$ cat config.mk
export PLATFORM = sky130hd
export DESIGN_NAME = axi4l_regfile_slave
export DESIGN_NICKNAME = d
export VERILOG_FILES = /design/src/rtl/axi4l_pkg.sv /design/src/rtl/axi4l_wstrb_merge.sv /design/src/rtl/axi4l_regfile_slave.sv
export SDC_FILE = /design/constraint.sdc
export NUM_CORES = 1
export LEC_CHECK = 0
export ABC_CLOCK_PERIOD_IN_PS = 2400
export BUFFER_PORTS_ARGS = -buffer_cell sky130_fd_sc_hd__buf_2
export CAP_MARGIN = 20
export CORE_MARGIN = 4
export CORE_UTILIZATION = 31
export CTS_CLUSTER_DIAMETER = 100
export DETAILED_ROUTE_END_ITERATION = 10
export GPL_TIMING_DRIVEN = 0
export PLACE_DENSITY_LB_ADDON = 0.15
export SYNTH_ARGS = -nofsm -noshare
export SYNTH_HDL_FRONTEND = slang
export SYNTH_SLANG_ARGS = --single-unit
$ cat constraint.sdc
create_clock -name ACLK -period 2.4 [get_ports ACLK]
set_input_delay 0.12 -clock ACLK [delete_from_list [all_inputs] [get_ports ACLK]]
set_output_delay 0.12 -clock ACLK [all_outputs]
set_load 0.02 [all_outputs]
$ cat src/rtl/axi4l_pkg.sv
// Shared AXI4-Lite types for the interconnect and its slaves.
package axi4l_pkg;

  localparam int DATA_SIZE = 32;
  localparam int STRB_W    = DATA_SIZE / 8;

  typedef enum logic [1:0] {
    OKAY   = 2'b00,
    EXOKAY = 2'b01,
    SLVERR = 2'b10,
    DECERR = 2'b11
  } resp_t;

endpackage

$ cat src/rtl/axi4l_wstrb_merge.sv
// Byte-strobe merge: each enabled byte lane takes the new word, others keep the old.
module axi4l_wstrb_merge #(
  parameter int W  = 32,
  parameter int SW = W / 8
) (
  input  logic [W-1:0]  old_i,
  input  logic [W-1:0]  new_i,
  input  logic [SW-1:0] strb_i,
  output logic [W-1:0]  merged_o
);

  // Per-lane select between old and new byte
  always_comb begin
    merged_o = old_i;
    for (int b = 0; b < SW; b++) begin
      if (strb_i[b]) merged_o[b*8 +: 8] = new_i[b*8 +: 8];
    end
  end

endmodule

$ cat src/rtl/axi4l_regfile_slave.sv
// AXI4-Lite register-file slave: NREGS x 32-bit R/W registers with byte strobes,
// decoupled AW/W hold registers, single outstanding read, flat register export.
module axi4l_regfile_slave
  import axi4l_pkg::*;
#(
  parameter int DATA_SIZE = 32,
  parameter int ADDR_SIZE = 10,
  parameter int NREGS     = 16
) (
  input  logic                       ACLK,
  input  logic                       ARESETn,
  input  logic [ADDR_SIZE-1:0]       awaddr,
  input  logic                       awvalid,
  output logic                       awready,
  input  logic [DATA_SIZE-1:0]       wdata,
  input  logic [DATA_SIZE/8-1:0]     wstrb,
  input  logic                       wvalid,
  output logic                       wready,
  output logic [1:0]                 bresp,
  output logic                       bvalid,
  input  logic                       bready,
  input  logic [ADDR_SIZE-1:0]       araddr,
  input  logic                       arvalid,
  output logic                       arready,
  output logic [DATA_SIZE-1:0]       rdata,
  output logic [1:0]                 rresp,
  output logic                       rvalid,
  input  logic                       rready,
  output logic [NREGS*DATA_SIZE-1:0] regs_out
);

  localparam int SW = DATA_SIZE / 8;
  localparam int IW = ADDR_SIZE - 2;

  // Architectural state
  logic [NREGS-1:0][DATA_SIZE-1:0] regs_q, regs_d;
  logic                 aw_held_q, aw_held_d;
  logic [ADDR_SIZE-1:0] aw_addr_q, aw_addr_d;
  logic                 w_held_q, w_held_d;
  logic [DATA_SIZE-1:0] w_data_q, w_data_d;
  logic [SW-1:0]        w_strb_q, w_strb_d;
  logic                 bvalid_q, bvalid_d;
  resp_t                bresp_q, bresp_d;
  logic                 rvalid_q, rvalid_d;
  logic [DATA_SIZE-1:0] rdata_q, rdata_d;
  resp_t                rresp_q, rresp_d;

  // Write-path decode
  logic                 aw_hs, w_hs, commit;
  logic [ADDR_SIZE-1:0] wr_addr;
  logic [DATA_SIZE-1:0] wr_data;
  logic [SW-1:0]        wr_strb;
  logic [IW-1:0]        wr_idx;
  logic                 wr_inrange;
  logic [NREGS-1:0]     wen;
  logic [NREGS-1:0][DATA_SIZE-1:0] merged;

  // Read-path decode
  logic                 ar_hs;
  logic [IW-1:0]        rd_idx;
  logic                 rd_inrange;
  logic [DATA_SIZE-1:0] rd_word;

  // Address bits [1:0] carry no meaning for word registers
  logic unused_addr_lsbs;
  assign unused_addr_lsbs = ^{wr_addr[1:0], araddr[1:0]};

  assign awready  = !aw_held_q;
  assign wready   = !w_held_q;
  assign bvalid   = bvalid_q;
  assign bresp    = bresp_q;
  assign arready  = !rvalid_q || rready;
  assign rvalid   = rvalid_q;
  assign rdata    = rdata_q;
  assign rresp    = rresp_q;
  assign regs_out = regs_q;

  // Write channel: pick held or live beat, commit when both present and B slot free
  always_comb begin
    aw_hs      = awvalid && !aw_held_q;
    w_hs       = wvalid && !w_held_q;
    commit     = (aw_held_q || aw_hs) && (w_held_q || w_hs) && (!bvalid_q || bready);
    wr_addr    = aw_held_q ? aw_addr_q : awaddr;
    wr_data    = w_held_q ? w_data_q : wdata;
    wr_strb    = w_held_q ? w_strb_q : wstrb;
    wr_idx     = wr_addr[ADDR_SIZE-1:2];
    wr_inrange = {1'b0, wr_idx} < (IW+1)'(NREGS);

    aw_addr_d  = aw_hs ? awaddr : aw_addr_q;
    w_data_d   = w_hs ? wdata : w_data_q;
    w_strb_d   = w_hs ? wstrb : w_strb_q;
    aw_held_d  = aw_held_q;
    w_held_d   = w_held_q;
    bvalid_d   = bvalid_q;
    bresp_d    = bresp_q;

    if (bvalid_q && bready) bvalid_d = 1'b0;
    if (aw_hs) aw_held_d = 1'b1;
    if (w_hs)  w_held_d  = 1'b1;

    if (commit) begin
      aw_held_d = 1'b0;
      w_held_d  = 1'b0;
      bvalid_d  = 1'b1;
      bresp_d   = wr_inrange ? OKAY : SLVERR;
    end
  end

  // Per-register strobe merge and write enable
  for (genvar i = 0; i < NREGS; i++) begin : g_reg
    assign wen[i] = commit && wr_inrange && (wr_idx == IW'(i));

    axi4l_wstrb_merge #(.W(DATA_SIZE), .SW(SW)) u_merge (
      .old_i    (regs_q[i]),
      .new_i    (wr_data),
      .strb_i   (wr_strb),
      .merged_o (merged[i])
    );

    assign regs_d[i] = wen[i] ? merged[i] : regs_q[i];
  end

  // Read channel: lookup from current (pre-write) state, hold until rready
  always_comb begin
    ar_hs      = arvalid && arready;
    rd_idx     = araddr[ADDR_SIZE-1:2];
    rd_inrange = {1'b0, rd_idx} < (IW+1)'(NREGS);
    rd_word    = '0;
    for (int i = 0; i < NREGS; i++) begin
      if (rd_idx == IW'(i)) rd_word = regs_q[i];
    end

    rvalid_d = rvalid_q;
    rdata_d  = rdata_q;
    rresp_d  = rresp_q;
    if (rvalid_q && rready) rvalid_d = 1'b0;
    if (ar_hs) begin
      rvalid_d = 1'b1;
      rdata_d  = rd_inrange ? rd_word : '0;
      rresp_d  = rd_inrange ? OKAY : SLVERR;
    end
  end

  // State registers; reset drops all in-flight transactions
  always_ff @(posedge ACLK or negedge ARESETn) begin
    if (!ARESETn) begin
      regs_q    <= '0;
      aw_held_q <= 1'b0;
      aw_addr_q <= '0;
      w_held_q  <= 1'b0;
      w_data_q  <= '0;
      w_strb_q  <= '0;
      bvalid_q  <= 1'b0;
      bresp_q   <= OKAY;
      rvalid_q  <= 1'b0;
      rdata_q   <= '0;
      rresp_q   <= OKAY;
    end else begin
      regs_q    <= regs_d;
      aw_held_q <= aw_held_d;
      aw_addr_q <= aw_addr_d;
      w_held_q  <= w_held_d;
      w_data_q  <= w_data_d;
      w_strb_q  <= w_strb_d;
      bvalid_q  <= bvalid_d;
      bresp_q   <= bresp_d;
      rvalid_q  <= rvalid_d;
      rdata_q   <= rdata_d;
      rresp_q   <= rresp_d;
    end
  end

endmodule

==> reports/results.tsv, run 1 <==
metric	value	unit
status	complete, but fails checks	
failing checks	negative setup slack	
Final Max Slew Viols	0	
Vert. Die Dim	305	um
Power Total	0.0345	W
CP most frequent cell	buf_8	
routed wire length	172	mm
first drt pass iteration count	7	
RSZ-0062 raised after global routing	true	
CTS Buffer Depth	3	
top cells by area, synth	dfrtp_1 54%, nand2_1 6.6%, o21ai_0 5.6%	
Num CTS Buffers	72	
fin area	38300	um2
hpwl dp	126	mm
post-route worst setup slack	-0.292	ns
initial DRC count	3247	
Post-route DRC	0	
largest area contributor in the netlist	dfrtp_1	
CP Cell Sequence	or4_4 -> o22ai_4 -> and4bb_4 -> buf_12 -> buf_8 -> or3b_1 -> buf_6 -> buf_8 -> nand2_2 -> o21ai_1	
fin crit share	112	%
post-synth design cell area	27300	um2
EDFF count, synth	0	
DRT antenna net count	0	
crit end category	flip-flop	
Ports	616	
WHS	0.0799	ns
Finish-stage setup viols	492	
Fillers	8639	
All-Layer GR Usage	35.2	%
commonest cells after routing, fill and taps aside	626 x buf_2, 593 x dfrtp_1, 426 x nand2_1	
Leak	18.5	nW
Tmin final	2.69	ns
skew final	0.0282	ns
placed instance count	4612	
HP Class	primary input to async pin	
crit path DAT	3.16	ns
core box area	87200	um2
Seq/Total Area, Yosys	54.4	%
max layer used	met5	
register area	14900	um2
CP max FO	5	
# clock sinks	594	
Post-Syn Instances	2812	
Placer Congestion	0.956	
initial antenna violation count	11	
Slowest cell on crit path	or4_4	
post-synthesis async set-or-reset flop share	100	%
die area	93000	um2
# nets final	3739	
WP buf/inv	4	
CP top delay family	simple AND/OR/NAND/NOR gates	
global-route wire length before repair	229	mm
power density over the cells	901	nW/um2
crit path kind	flip-flop to flip-flop	
Area Growth Syn to Fin	40.0	%
Critical Path RT	2.87	ns
Rows	108	
vias per cell	5.74	
CP peak stage delay	0.44	ns
WL/cell	35.1	um
layout cell share with drive strength beyond 1	36.9	%
Worst-Skew Late Latency	0.63	ns
Worst-path clk slew	0.06	ns
TritonCTS clock tree	built	
#FFs+latches synth	594	
maximum VDD drop	0.516	mV
ys flop type	dfrtp_1	
via count	28100	
Worst Tran Pin Value	1.28	ns
syn_area_per_cell	9.72	um2
Met1 Wirelength	64.7	mm
Yosys top cell area share	54.4	%
Syn. warnings	0	
Post-Layout Cell Count	4891	
Multi-input gate area	12200	um2
pin count of the biggest net entering global routing	115	
clk root buf	clkbuf_16	
Peak Freq	371	MHz
global route overflow	0	
Initial Util	31.4	%
CTS H-tree lvls	3	
Die Wd	305	um
Max-cap violations	0	
Cell variety after synth	68	
Met2 Wirelength	76.0	mm
placed cell areas	32500	um2
# port buffers	608	
met3 WL post-DR	19.5	mm
CP Launch Type	flip-flop	
commonest non-fill, non-tap cell in the layout	buf_2	
Max-slew headroom	14.9	%
worst slack, placed	-2.19	ns
final hold vios	0	
number of global-route vias before repair	27000	
[state kept, by name (all words and copies together), names as in the netlist]
signal     cells
regs_out     512
rdata         32
w_data_q      32
aw_addr_q      8
w_strb_q       4
aw_held_q      1
bresp          1
bvalid         1
rresp          1
rvalid         1
w_held_q       1
[cell type report]
type,instances,share of cell area [%]
Clock inverter,19,0.670
Buffer,203,4.12
Multi-Input combinational cell,1950,31.9
Clock buffer,109,5.71
Antenna cell,6,0.0392
Timing Repair Buffer,833,14.7
Sequential cell,594,38.8
Tap cell,1155,3.78
Inverter,22,0.235
[report_power, final]
| part | switching, W | internal, W |
|---|---|---|
| clock | 0.00470 | 0.00674 |
| sequential | 0.00169 | 0.0115 |
| combinational | 0.00685 | 0.00301 |
[synthesized netlist by cell type (3+ instances only)]
| cell | instances |
|---|---|
| o21bai_1 | 5 |
| o21a_1 | 7 |
| a21oi_1 | 246 |
| o21ai_0 | 307 |
| nand3b_1 | 5 |
| and2_1 | 3 |
| dfrtp_1 | 594 |
| o31ai_1 | 6 |
| a221o_1 | 9 |
| or3b_1 | 8 |
| o311ai_0 | 5 |
| inv_1 | 21 |
| buf_1 | 19 |
| or3_1 | 37 |
| nor3_1 | 18 |
| buf_6 | 8 |
| nor2_1 | 214 |
| or2_2 | 3 |
| buf_2 | 75 |
| o32ai_1 | 7 |
| o2bb2ai_1 | 6 |
| a211oi_1 | 10 |
| nand2_1 | 483 |
| buf_4 | 4 |
| nor2b_1 | 10 |
| nor4_4 | 20 |
| o2111ai_1 | 8 |
| a2bb2oi_1 | 8 |
| nand2b_1 | 12 |
| mux4_2 | 30 |
| a32oi_1 | 4 |
| a22o_1 | 3 |
| a31oi_1 | 19 |
| o22ai_1 | 17 |
| mux2_2 | 67 |
| a221oi_1 | 18 |
| clkbuf_1 | 143 |
| o211ai_1 | 8 |
| nand3_1 | 34 |
| mux2i_1 | 74 |
| a21o_1 | 10 |
| or4_1 | 5 |
| o221ai_1 | 10 |
| a22oi_1 | 19 |
| o21ai_1 | 161 |
[routing by layer]
layer  up-vias  global-route usage, %
li1      11700                      -
met1     14000                   43.6
met2      1818                   54.4
met3       489                   11.7
met4         8                   19.2
met5         -                      0
[logic make-up (layout without fill, tap and decap cells)]
kind of cell	Yosys count	in the layout	share of synthesized area, %
mux	171	171	7.94
other cells	1	8	0.0137
compound gates	907	907	18.7
simple gates	868	870	14.6
buf+inv	271	1186	4.34
flops	594	594	54.4
[through the flow]
stage / util, % / TNS [ns]
finish: 43.9 / -65.97
global placement: 36.5 / -7918.28
detailed placement: 37.3 / -451.96
global route: 43.9 / -98.85
CTS: 42.9 / -29.38
floorplan: - / 0
[worst paths after layout]
| kind | end | start | slack, ns | depth (start not counted) |
|---|---|---|---|---|
| worst min-delay path | regs_out[83] | ARESETn | 0.08 | 2 |
| worst max register to register | regs_out[175] | aw_held_q | -0.29 | 10 |
| worst min register to register | regs_out[123] | regs_out[123] | 0.50 | 2 |
| max in group asynchronous | w_data_q[26] | ARESETn | 0.77 | 4 |
| min in group ACLK | w_data_q[29] | wdata[29] | 0.29 | 3 |
| worst max-delay path | regs_out[175] | aw_held_q | -0.29 | 10 |
[repair_timing]
item                                   in CTS  in global routing
hold buffers                               50                  0
setup endpoints to repair                 575                531
pin swaps                                  62                 21
endpoints found under the hold margin     300                  0
cloned                                      8                 17
resized for setup                         396                184
setup buffers                              86                 29
Power figures use the tool's default switching activity.
==> run 2, diff against run 1 <==
ABC_AREA = 1   (was unset)
ABC_CLOCK_PERIOD_IN_PS = unset   (was 2400)
==> reports/results.tsv, run 2 <==
metric	value	unit	change
ys flop type	dfrtp_1		
Die Wd	301	um	-1.4%
crit path DAT	2.90	ns	-0.26 ns
Tmin final	2.38	ns	-0.311 ns
first drt pass iteration count	5		-2
All-Layer GR Usage	31.8	%	-3.4 points
Post-Syn Instances	3207		+14%
R2R setup slack	0.02	ns	+0.31 ns
Vert. Die Dim	301	um	-1.4%
clk root buf	clkbuf_16		
reg2reg path depth	12		+2
Rows	107		-0.93%
Worst-Skew Late Latency	0.62	ns	about the same
crit end category	flip-flop		
die area	90300	um2	-2.9%
Worst-path clk slew	0.06	ns	about the same
hpwl dp	115	mm	-8.6%
Yosys top cell area share	56.0	%	+1.7 points
top cells by area, synth	dfrtp_1 56%, nand2_1 15%, o21ai_0 8.4%		
pin count of the biggest net entering global routing	116		+0.87%
largest area contributor in the netlist	dfrtp_1		
Worst Tran Pin Value	1.22	ns	-0.0553 ns
skew final	0.0206	ns	-0.00762 ns
WL/cell	27.8	um	-21%
syn_area_per_cell	8.27	um2	-15%
commonest cells after routing, fill and taps aside	1,012 x nand2_1, 612 x buf_2, 593 x dfrtp_1		
number of global-route vias before repair	26300		-2.7%
placed instance count	5014		+8.7%
CTS Buffer Depth	3		unchanged
reg2reg end	regs_out[245]		
global-route wire length before repair	204	mm	-11%
TritonCTS clock tree	built		
initial DRC count	2464		-24%
CTS H-tree lvls	3		unchanged
vias per cell	5.15		-10%
Critical Path RT	2.92	ns	+0.05 ns
initial antenna violation count	4		-7
post-synth design cell area	26500	um2	-3.0%
Area Growth Syn to Fin	40.3	%	
Max-cap violations	0		unchanged
Initial Util	31.2	%	-0.16 points
Leak	18.9	nW	+2.2%
# port buffers	609		+0.16%
Syn. warnings	0		unchanged
maximum VDD drop	0.536	mV	+4.0%
# nets final	4160		+11%
# clock sinks	594		unchanged
Post-Layout Cell Count	5300		+8.4%
DRT antenna net count	0		unchanged
Post-route DRC	0		unchanged
post-synthesis async set-or-reset flop share	100	%	unchanged
max reg flops	512		unchanged
Peak Freq	420	MHz	+13%
commonest non-fill, non-tap cell in the layout	nand2_1		
Worst R2R Start	aw_held_q		
CP max FO	10		+5
routed wire length	147	mm	-14%
fin crit share	99.2	%	-13 points
final hold vios	0		unchanged
layout cell share with drive strength beyond 1	28.0	%	-9.0 points
via count	27300		-2.8%
power density over the cells	972	nW/um2	+7.8%
Seq/Total Area, Yosys	56.0	%	+1.7 points
WHS	0.0311	ns	-0.0488 ns
register area	14900	um2	unchanged
status	complete, no violations		
global route overflow	0		unchanged
Placer Congestion	0.900		-5.9%
Ports	616		unchanged
top-count cell post-synth	nand2_1		
synth cell count leaders	1,052 x nand2_1, 594 x dfrtp_1, 443 x o21ai_0		
RSZ-0062 raised after global routing	true		
HP Class	primary input to async pin		
Cell variety after synth	32		-53%
#FFs+latches synth	594		unchanged
Finish-stage setup viols	0		-100%
Fillers	8645		+0.069%
Power Total	0.0362	W	+4.9%
EDFF count, synth	0		unchanged
Max-slew headroom	18.6	%	+3.7 points
Multi-input gate area	10900	um2	-11%
core box area	85000	um2	-2.5%
Final Max Slew Viols	0		unchanged
CP Launch Type	flip-flop		
crit path kind	flip-flop to flip-flop		
Num CTS Buffers	72		unchanged
-- run 2: cell types whose count changed after synthesis, moves of 61 or more --
cell,previous run,this run
o21ai_1,161,33
o21a_1,7,162
a21oi_1,246,53
nand4_1,2,83
inv_1,21,236
nand2_1,483,1052
mux2i_1,74,0
o21ai_0,307,443
mux2_2,67,6
nand3_1,34,120
-- run 2: worst max-delay path: stages (launching register included) --
cell and delay, ns:
dfrtp_2 0.47, buf_12 0.16, buf_4 0.13, o21ai_4 0.23
buf_6 0.15, nand2_4 0.07, nor2_2 0.18, nand3_4 0.12
buf_4 0.21, nor2_4 0.15, clkbuf_4 0.25, nand2_1 0.06
o21ai_0 0.09
-- run 2: power breakdown --
part           internal, W  switching (W)
clock network      0.00699        0.00459
registers           0.0118        0.00163
logic              0.00315        0.00796
total               0.0220         0.0142
-- run 2: final cells by class --
class / instances / share of cell area, %
Antenna cell: 6 / 0.0403
Buffer: 165 / 2.95
Clock buffer: 109 / 5.93
Clock inverter: 18 / 0.719
Inverter: 240 / 2.49
Multi-Input combinational cell: 2200 / 29.4
Sequential cell: 594 / 39.9
Tap cell: 1144 / 3.85
Timing Repair Buffer: 824 / 14.7
-- run 2: kinds of logic (layout without fill, tap and decap cells) --
kind of cell	after synthesis	count (layout)	share of synthesized area, %
AO/OA/AOI/OAI	698	698	14.8
buffers and inverters	416	1356	6.00
flip-flops	594	594	56.0
multiplexers	6	6	0.255
other	1	8	0.0141
AND/OR/NAND/NOR	1492	1494	22.9
-- run 2: worst max path at each step --
stage                     startpoint  cells after the start       endpoint
after CTS                  aw_held_q                     12  regs_out[214]
after global routing       aw_held_q                     12  regs_out[229]
after floorplan            aw_held_q                     10  regs_out[166]
final                      aw_held_q                     12  regs_out[245]
after detailed placement   araddr[7]                     16      rdata[28]
after global placement       ARESETn                      1  regs_out[262]
-- run 2: per-layer routing --
metal	global-route usage, %	part of all wire [%]
met3	7.40	8.8
met2	51.8	47
met5	0	0
met1	41.8	41
met4	10.6	3.8
-- run 2: repair_timing --
| item | CTS | global route |
|---|---|---|
| gates resized for setup | 362 | 140 |
| gates cloned | 1 | 6 |
| pin swaps | 42 | 21 |
| hold buffers | 51 | 0 |
| endpoints found under the setup margin | 545 | 491 |
| endpoints found under the hold margin | 116 | 0 |
| setup buffers | 73 | 33 |
-- run 2: through the flow --
step | worst slack, ns | util [%] | cell area, um2 | setup TNS [ns]
floorplan | 0.229 | - | 26500 | 0
global placement | -12.30 | 36.5 | 31000 | -7878.40
detailed placement | -1.63 | 37.4 | 31800 | -478.86
CTS | -0.0126 | 43.0 | 36500 | -0.0246
global route | -0.0716 | 43.8 | 37200 | -1.10
finish | 0.0186 | 43.8 | 37200 | 0
